**src/rtl/sensor_init_sequencer.sv**
```systemverilog
// sensor_init_sequencer: walks a per-mode register table in ROM and
// issues {addr,data} writes over valid/ready. Macro: SENSOR_SEQ_DELAY_EN.
module sensor_init_sequencer #(
   parameter int REG_ADDR_W = 8,
   parameter int REG_DATA_W = 8,
   parameter int DEPTH = 64,
   parameter int NUM_MODES = 2,
   parameter int DELAY_TICKS_PER_MS = 25000,
   localparam int MODE_W = (NUM_MODES > 1) ? $clog2(NUM_MODES) : 1,
   localparam int ROM_AW = (NUM_MODES * DEPTH > 1) ?
                           $clog2(NUM_MODES * DEPTH) : 1,
   localparam int VAL_W = REG_ADDR_W + REG_DATA_W,
   localparam int ENT_W = 2 + VAL_W
) (
   input  logic                  clk,
   input  logic                  rst_n,
   input  logic                  start,
   input  logic [MODE_W-1:0]     mode,
   output logic [ROM_AW-1:0]     rom_addr,
   input  logic [ENT_W-1:0]      rom_data,
   output logic                  cmd_valid,
   input  logic                  cmd_ready,
   output logic [REG_ADDR_W-1:0] cmd_addr,
   output logic [REG_DATA_W-1:0] cmd_data,
   output logic                  busy,
   output logic                  done,
   output logic                  error
);

   localparam int IDX_W = (DEPTH > 1) ? $clog2(DEPTH) : 1;
   localparam logic [1:0] OP_WRITE = 2'b00;
   localparam logic [1:0] OP_DELAY = 2'b01;
   localparam logic [1:0] OP_END   = 2'b10;
   localparam logic [1:0] OP_RSVD  = 2'b11;

`ifdef SENSOR_SEQ_DELAY_EN
   localparam longint MAX_TICKS =
      ((longint'(1) << VAL_W) - 1) * longint'(DELAY_TICKS_PER_MS);
   localparam int CNT_W = (MAX_TICKS > 1) ? $clog2(MAX_TICKS + 1) : 1;
`endif

   typedef enum logic [2:0] {
      IDLE,
      FETCH,
      DECODE,
      ISSUE,
`ifdef SENSOR_SEQ_DELAY_EN
      DELAY,
`endif
      DONE
   } state_t;

   state_t                state_q, state_n;
   logic [IDX_W-1:0]      idx_q, idx_n;
   logic [ROM_AW-1:0]     base_q, base_n;
   logic [ROM_AW-1:0]     rom_addr_n;
   logic                  cmd_valid_n;
   logic [REG_ADDR_W-1:0] cmd_addr_n;
   logic [REG_DATA_W-1:0] cmd_data_n;
   logic                  busy_n, done_n, error_n;
   logic                  adv;
   logic [1:0]            op;

   assign op = rom_data[ENT_W-1:VAL_W];

`ifdef SENSOR_SEQ_DELAY_EN
   logic [CNT_W-1:0] cnt_q, cnt_n;
   logic [VAL_W-1:0] val;
   assign val = rom_data[VAL_W-1:0];
`endif

   // Next-state and next-output logic; adv steps to the next table entry.
   always_comb begin
      state_n     = state_q;
      idx_n       = idx_q;
      base_n      = base_q;
      rom_addr_n  = rom_addr;
      cmd_valid_n = cmd_valid;
      cmd_addr_n  = cmd_addr;
      cmd_data_n  = cmd_data;
      busy_n      = busy;
      done_n      = done;
      error_n     = error;
      adv         = 1'b0;
`ifdef SENSOR_SEQ_DELAY_EN
      cnt_n       = cnt_q;
`endif
      unique case (state_q)
         IDLE, DONE: begin
            if (start) begin
               idx_n   = '0;
               done_n  = 1'b0;
               error_n = 1'b0;
               if (int'(mode) >= NUM_MODES) begin
                  state_n = DONE;
                  done_n  = 1'b1;
                  error_n = 1'b1;
               end else begin
                  state_n    = FETCH;
                  busy_n     = 1'b1;
                  base_n     = ROM_AW'(int'(mode) * DEPTH);
                  rom_addr_n = base_n;
               end
            end
         end
         FETCH: state_n = DECODE;
         DECODE: begin
            unique case (op)
               OP_WRITE: begin
                  state_n     = ISSUE;
                  cmd_valid_n = 1'b1;
                  cmd_addr_n  = rom_data[VAL_W-1:REG_DATA_W];
                  cmd_data_n  = rom_data[REG_DATA_W-1:0];
               end
               OP_DELAY: begin
`ifdef SENSOR_SEQ_DELAY_EN
                  if (val == '0) begin
                     adv = 1'b1;
                  end else begin
                     cnt_n = CNT_W'(val) * CNT_W'(DELAY_TICKS_PER_MS)
                             - CNT_W'(1);
                     state_n = DELAY;
                  end
`else
                  adv = 1'b1;
`endif
               end
               OP_END: begin
                  state_n = DONE;
                  busy_n  = 1'b0;
                  done_n  = 1'b1;
               end
               OP_RSVD: begin
                  state_n = DONE;
                  busy_n  = 1'b0;
                  done_n  = 1'b1;
                  error_n = 1'b1;
               end
            endcase
         end
         ISSUE: begin
            if (cmd_ready) begin
               cmd_valid_n = 1'b0;
               adv         = 1'b1;
            end
         end
`ifdef SENSOR_SEQ_DELAY_EN
         DELAY: begin
            if (cnt_q == '0) adv = 1'b1;
            else cnt_n = cnt_q - CNT_W'(1);
         end
`endif
         default: state_n = IDLE;
      endcase
      if (adv) begin
         if (idx_q == IDX_W'(DEPTH - 1)) begin
            state_n = DONE;
            busy_n  = 1'b0;
            done_n  = 1'b1;
            error_n = 1'b1;
         end else begin
            idx_n      = idx_q + IDX_W'(1);
            rom_addr_n = base_q + ROM_AW'(idx_n);
            state_n    = FETCH;
         end
      end
   end

   // State and registered outputs, cleared asynchronously.
   always_ff @(posedge clk or negedge rst_n) begin
      if (!rst_n) begin
         state_q   <= IDLE;
         idx_q     <= '0;
         base_q    <= '0;
         rom_addr  <= '0;
         cmd_valid <= 1'b0;
         cmd_addr  <= '0;
         cmd_data  <= '0;
         busy      <= 1'b0;
         done      <= 1'b0;
         error     <= 1'b0;
`ifdef SENSOR_SEQ_DELAY_EN
         cnt_q     <= '0;
`endif
      end else begin
         state_q   <= state_n;
         idx_q     <= idx_n;
         base_q    <= base_n;
         rom_addr  <= rom_addr_n;
         cmd_valid <= cmd_valid_n;
         cmd_addr  <= cmd_addr_n;
         cmd_data  <= cmd_data_n;
         busy      <= busy_n;
         done      <= done_n;
         error     <= error_n;
`ifdef SENSOR_SEQ_DELAY_EN
         cnt_q     <= cnt_n;
`endif
      end
   end

endmodule

```
**config.mk**
```make
export PLATFORM = sky130hd
export DESIGN_NAME = sensor_init_sequencer
export DESIGN_NICKNAME = d
export VERILOG_FILES = /design/src/rtl/sensor_init_sequencer.sv
export SDC_FILE = /design/constraint.sdc
export NUM_CORES = 1
export LEC_CHECK = 0
export CAP_MARGIN = 20
export CORE_UTILIZATION = 40
export CTS_CLUSTER_SIZE = 8
export DETAILED_ROUTE_END_ITERATION = 8
export PLACE_DENSITY = 0.74
export SYNTH_ARGS = -nofsm -noshare
export SYNTH_HDL_FRONTEND = slang
export SYNTH_SLANG_ARGS = --single-unit
export TNS_END_PERCENT = 20
```
**constraint.sdc**
```tcl
create_clock -name clk -period 1.8 [get_ports clk]
set_input_delay 0.36 -clock clk [delete_from_list [all_inputs] [get_ports clk]]
set_output_delay 0.36 -clock clk [all_outputs]
set_load 0.02 [all_outputs]
```
==> results of run 1 <==
==> stage by stage <==
step / area (µm²) / worst slack, ns / cells
2_1_floorplan: 1556 / 0.1208 / 123
3_3_place_gp: 2140 / -0.2168 / 223
3_5_place_dp: 2140 / -0.2453 / 223
4_1_cts: 2220 / 0.04818 / 231
5_1_grt: 2228 / 0.01576 / 231
6_report: 2228 / 0.06073 / 231
==> worst max-delay path by stage <==
| stage | to | cells after the start | from |
|---|---|---|---|
| final | rom_addr[4]$_DFF_PN0_ | 5 | rom_data[16] |
| after global routing | rom_addr[4]$_DFF_PN0_ | 5 | rom_data[16] |
| after CTS | rom_addr[4]$_DFF_PN0_ | 5 | rom_data[16] |
| after detailed placement | rom_addr[4]$_DFF_PN0_ | 5 | rom_data[16] |
| after global placement | rom_addr[4]$_DFF_PN0_ | 5 | rom_data[16] |
| after floorplan | cmd_addr[0]$_DFFE_PN0P_ | 4 | state_q[2]$_DFFE_PN0P_ |
==> power groups by stage <==
stage,combinational (mW),sequential [mW],clock [mW]
floorplan,0.524,1.65,0
global placement,1.55,1.34,0
detailed placement,1.57,1.36,0
CTS,1.58,1.35,0.557
global route,1.67,1.38,0.595
finish,1.58,1.34,0.531
==> worst max-delay path: stages <==
cell and delay, ns:
clkdlybuf4s50_1 0.47, or3b_1 0.37, a21o_2 0.30, or3_1 0.36, nand4_1 0.10
==> cell families (layout without fill, tap and decap cells) <==
kind of cell	count (synthesis)	after routing	share of synthesized area, %
flip-flops	37	37	59.49
AND/OR/NAND/NOR	33	33	11.90
AO/OA/AOI/OAI	26	26	11.41
multiplexers	18	18	12.94
buffers and inverters	5	65	1.768
XOR/XNOR	3	3	1.688
adder cells (fa/ha/maj)	1	1	0.8037
==> repair_timing <==
| action | in CTS | in global routing |
|---|---|---|
| hold buffers | 0 | 0 |
| endpoints found under the setup margin | 0 | 5 |
| resized for setup | 0 | 2 |
==> metal layers <==
layer / GRT usage, % / up-vias
met1: 20.97 / 587
met5: 0 / -
met3: 3.393 / 5
met2: 30.13 / 21
li1: - / 562
met4: 10.00 / 0
==> registers in the layout (all words and copies together), names as in the netlist <==
register / cells
cmd_addr: 8
idx_q: 6
cmd_valid: 1
rom_addr: 7
cmd_data: 8
busy: 1
base_q: 1
error: 1
state_q: 3
done: 1
==> final cells by class <==
cell class / instances / share of cell area (%)
Sequential cell: 37 / 41.55
Multi-Input combinational cell: 81 / 27.46
Timing Repair Buffer: 55 / 24.37
Clock buffer: 8 / 3.593
Tap cell: 48 / 2.695
Inverter: 2 / 0.3369
==> cell usage in the layout, fill, tap and decap left out, types with 8 or more instances in the layout <==
cell type        Yosys  routed
mux2_2              17      17
clkdlybuf4s50_1      0      48
dfrtp_1             37      37
nand3_1              8       8
a21o_1               9       8
==> impl_results.md, run 1 <==
* Layout cells sized above 1 at between 10% and 20%
* Top cells by count, synth: 37 x dfrtp_1, 17 x mux2_2, 9 x a21o_1
* Area share of the largest cell type after synthesis at between 50% and 60%
* Fill cells at about 330
* Post-layout util at roughly 60%
* Worst R2R Path Depth at 5
* Worst Setup End Kind: register
* Sequential share of the synthesized area at roughly three fifths
* Sum of negative setup slack at 0 ns
* First-pass GRT wire length at roughly 5.5 mm
* Htree depth at 2
* Max Clk Rate at around 0.57 GHz
* CTS tree: done
* Total number of vias at ~1200
* CP max FO at 10
* Gr usage total at 17.79%
* HP Class: input port to async pin
* Port buffer count at 49
* Met3 routed WL at 119 µm
* Synth top area cells: dfrtp_1 59%, mux2_2 12%, a21o_1 4.3%
* Net Count, Synth at around 150
* Die Y at roughly 64 µm
* Netlist Area Pre-Place at about 1600 µm²
* Clock-pin slew on the worst setup and hold paths at roughly 0.07 ns
* Final hold vios at 0
* Clock power frac at around 15%
* DRT met1 WL at around 1.4 mm
* Total power at 3.452 mW
* Worst-Margin Slew at 0.4597 ns
* Boundary Pins at 50
* Reg2Reg Launch Point: idx_q[0]$_DFF_PN0_
* CP required at around 2 ns
* FP Rows at 22
* Normalized max-slew margin at 69.35%
* Clock buffer depth at 2
* Clock Latency Late Sink at approximately 0.28 ns
* Met2 wire length at between 1.5 and 2 mm
* Async set-reset flop share out of synthesis at 100.0%
* Initial drt markers at 47
* Largest net degree at the start of global routing at 38
* Seq. cell area at 925.9 µm²
* Startpoint types: input port
* Routed WL at around 3.3 mm
* HPWL after DPL at about 2.5 mm
* Grt ovf at 0
* Worst path arrival time at around 2.0 ns
* Tcrit/Tclk final at around 97%
* VDD IR-drop max at about 0.00096 V
* Gate power share at around 46%
* P_sw at between 1 and 1.5 mW
* DRT Pass-1 Iters at 4
* # DRC at 0
* Switching part of the total at a little over a third
* Max-cap violations at 0
* Initial Utilization at a little over two fifths
* Root buf cell: clkbuf_8
* Max-slew violations at 0
* Ys Warns at 0
* Top sig layer: met4
* Nets at 206
* Setup Buffers After CTS at 0
* Yosys reg bits at 37
* Setup Skew at about 0.0071 ns
* Yosys cell types at 30
* CTS sink cnt at 37
* P per Cell Area at 1549 nW/µm²
* Initial antenna violation count at 0
* Core region area at roughly 3700 µm²
* R2R Setup Slk at between 0.15 and 0.2 ns
* Post-synth EDFFs at 0
* Die footprint at ~4100 µm²
* WL/cell at around 14 µm
* Yosys top cell by area: dfrtp_1
* Syn-to-layout area delta at 43.17%
* DRT antenna net count at 0
* Status: completed
* Critical path class: input port to register
* Die Wd at 64.38 µm
* Via density at roughly 5.1
* Internal power at 2.234 mW
* Worst reg2reg endpoint: rom_addr[1]$_DFF_PN0_
* Period minus WS final at approximately 1.7 ns
* Routability cong. at between 0.7 and 0.8
* Antenna cells at 0
* Most frequent cell after synthesis: dfrtp_1
* Leakage at ~1.0 nW
* Synth Flop Type: dfrtp_1
* RSZ-0062 raised after global routing: no
* Vias in the first global route at 1188
* Post-Synthesis Cells at about 120
* Final setup fails at 0
* Hold slack at roughly 0.11 ns
* Mean Syn Cell Area at 12.65 µm²
* Part of the power in registers at 38.9%
* Area of the multi-input gates at between 600 and 700 µm²
* Inserted Clock Buffers at 5
Note: power is estimated with default switching activity, not from simulation.
==> inputs of run 2 (changes only) <==
--- a/config.mk
+++ b/config.mk
@@ -5,11 +5,14 @@
 export SDC_FILE = /design/constraint.sdc
 export NUM_CORES = 1
 export LEC_CHECK = 0
+export ABC_CLOCK_PERIOD_IN_PS = 1800
 export CAP_MARGIN = 20
 export CORE_UTILIZATION = 40
+export CTS_CLUSTER_DIAMETER = 50
 export CTS_CLUSTER_SIZE = 8
 export DETAILED_ROUTE_END_ITERATION = 8
 export PLACE_DENSITY = 0.74
+export SKIP_CTS_REPAIR_TIMING = 1
 export SYNTH_ARGS = -nofsm -noshare
 export SYNTH_HDL_FRONTEND = slang
 export SYNTH_SLANG_ARGS = --single-unit
==> results of run 2 <==
No change in the layout: final DEF, timing and power equal those of run 1.
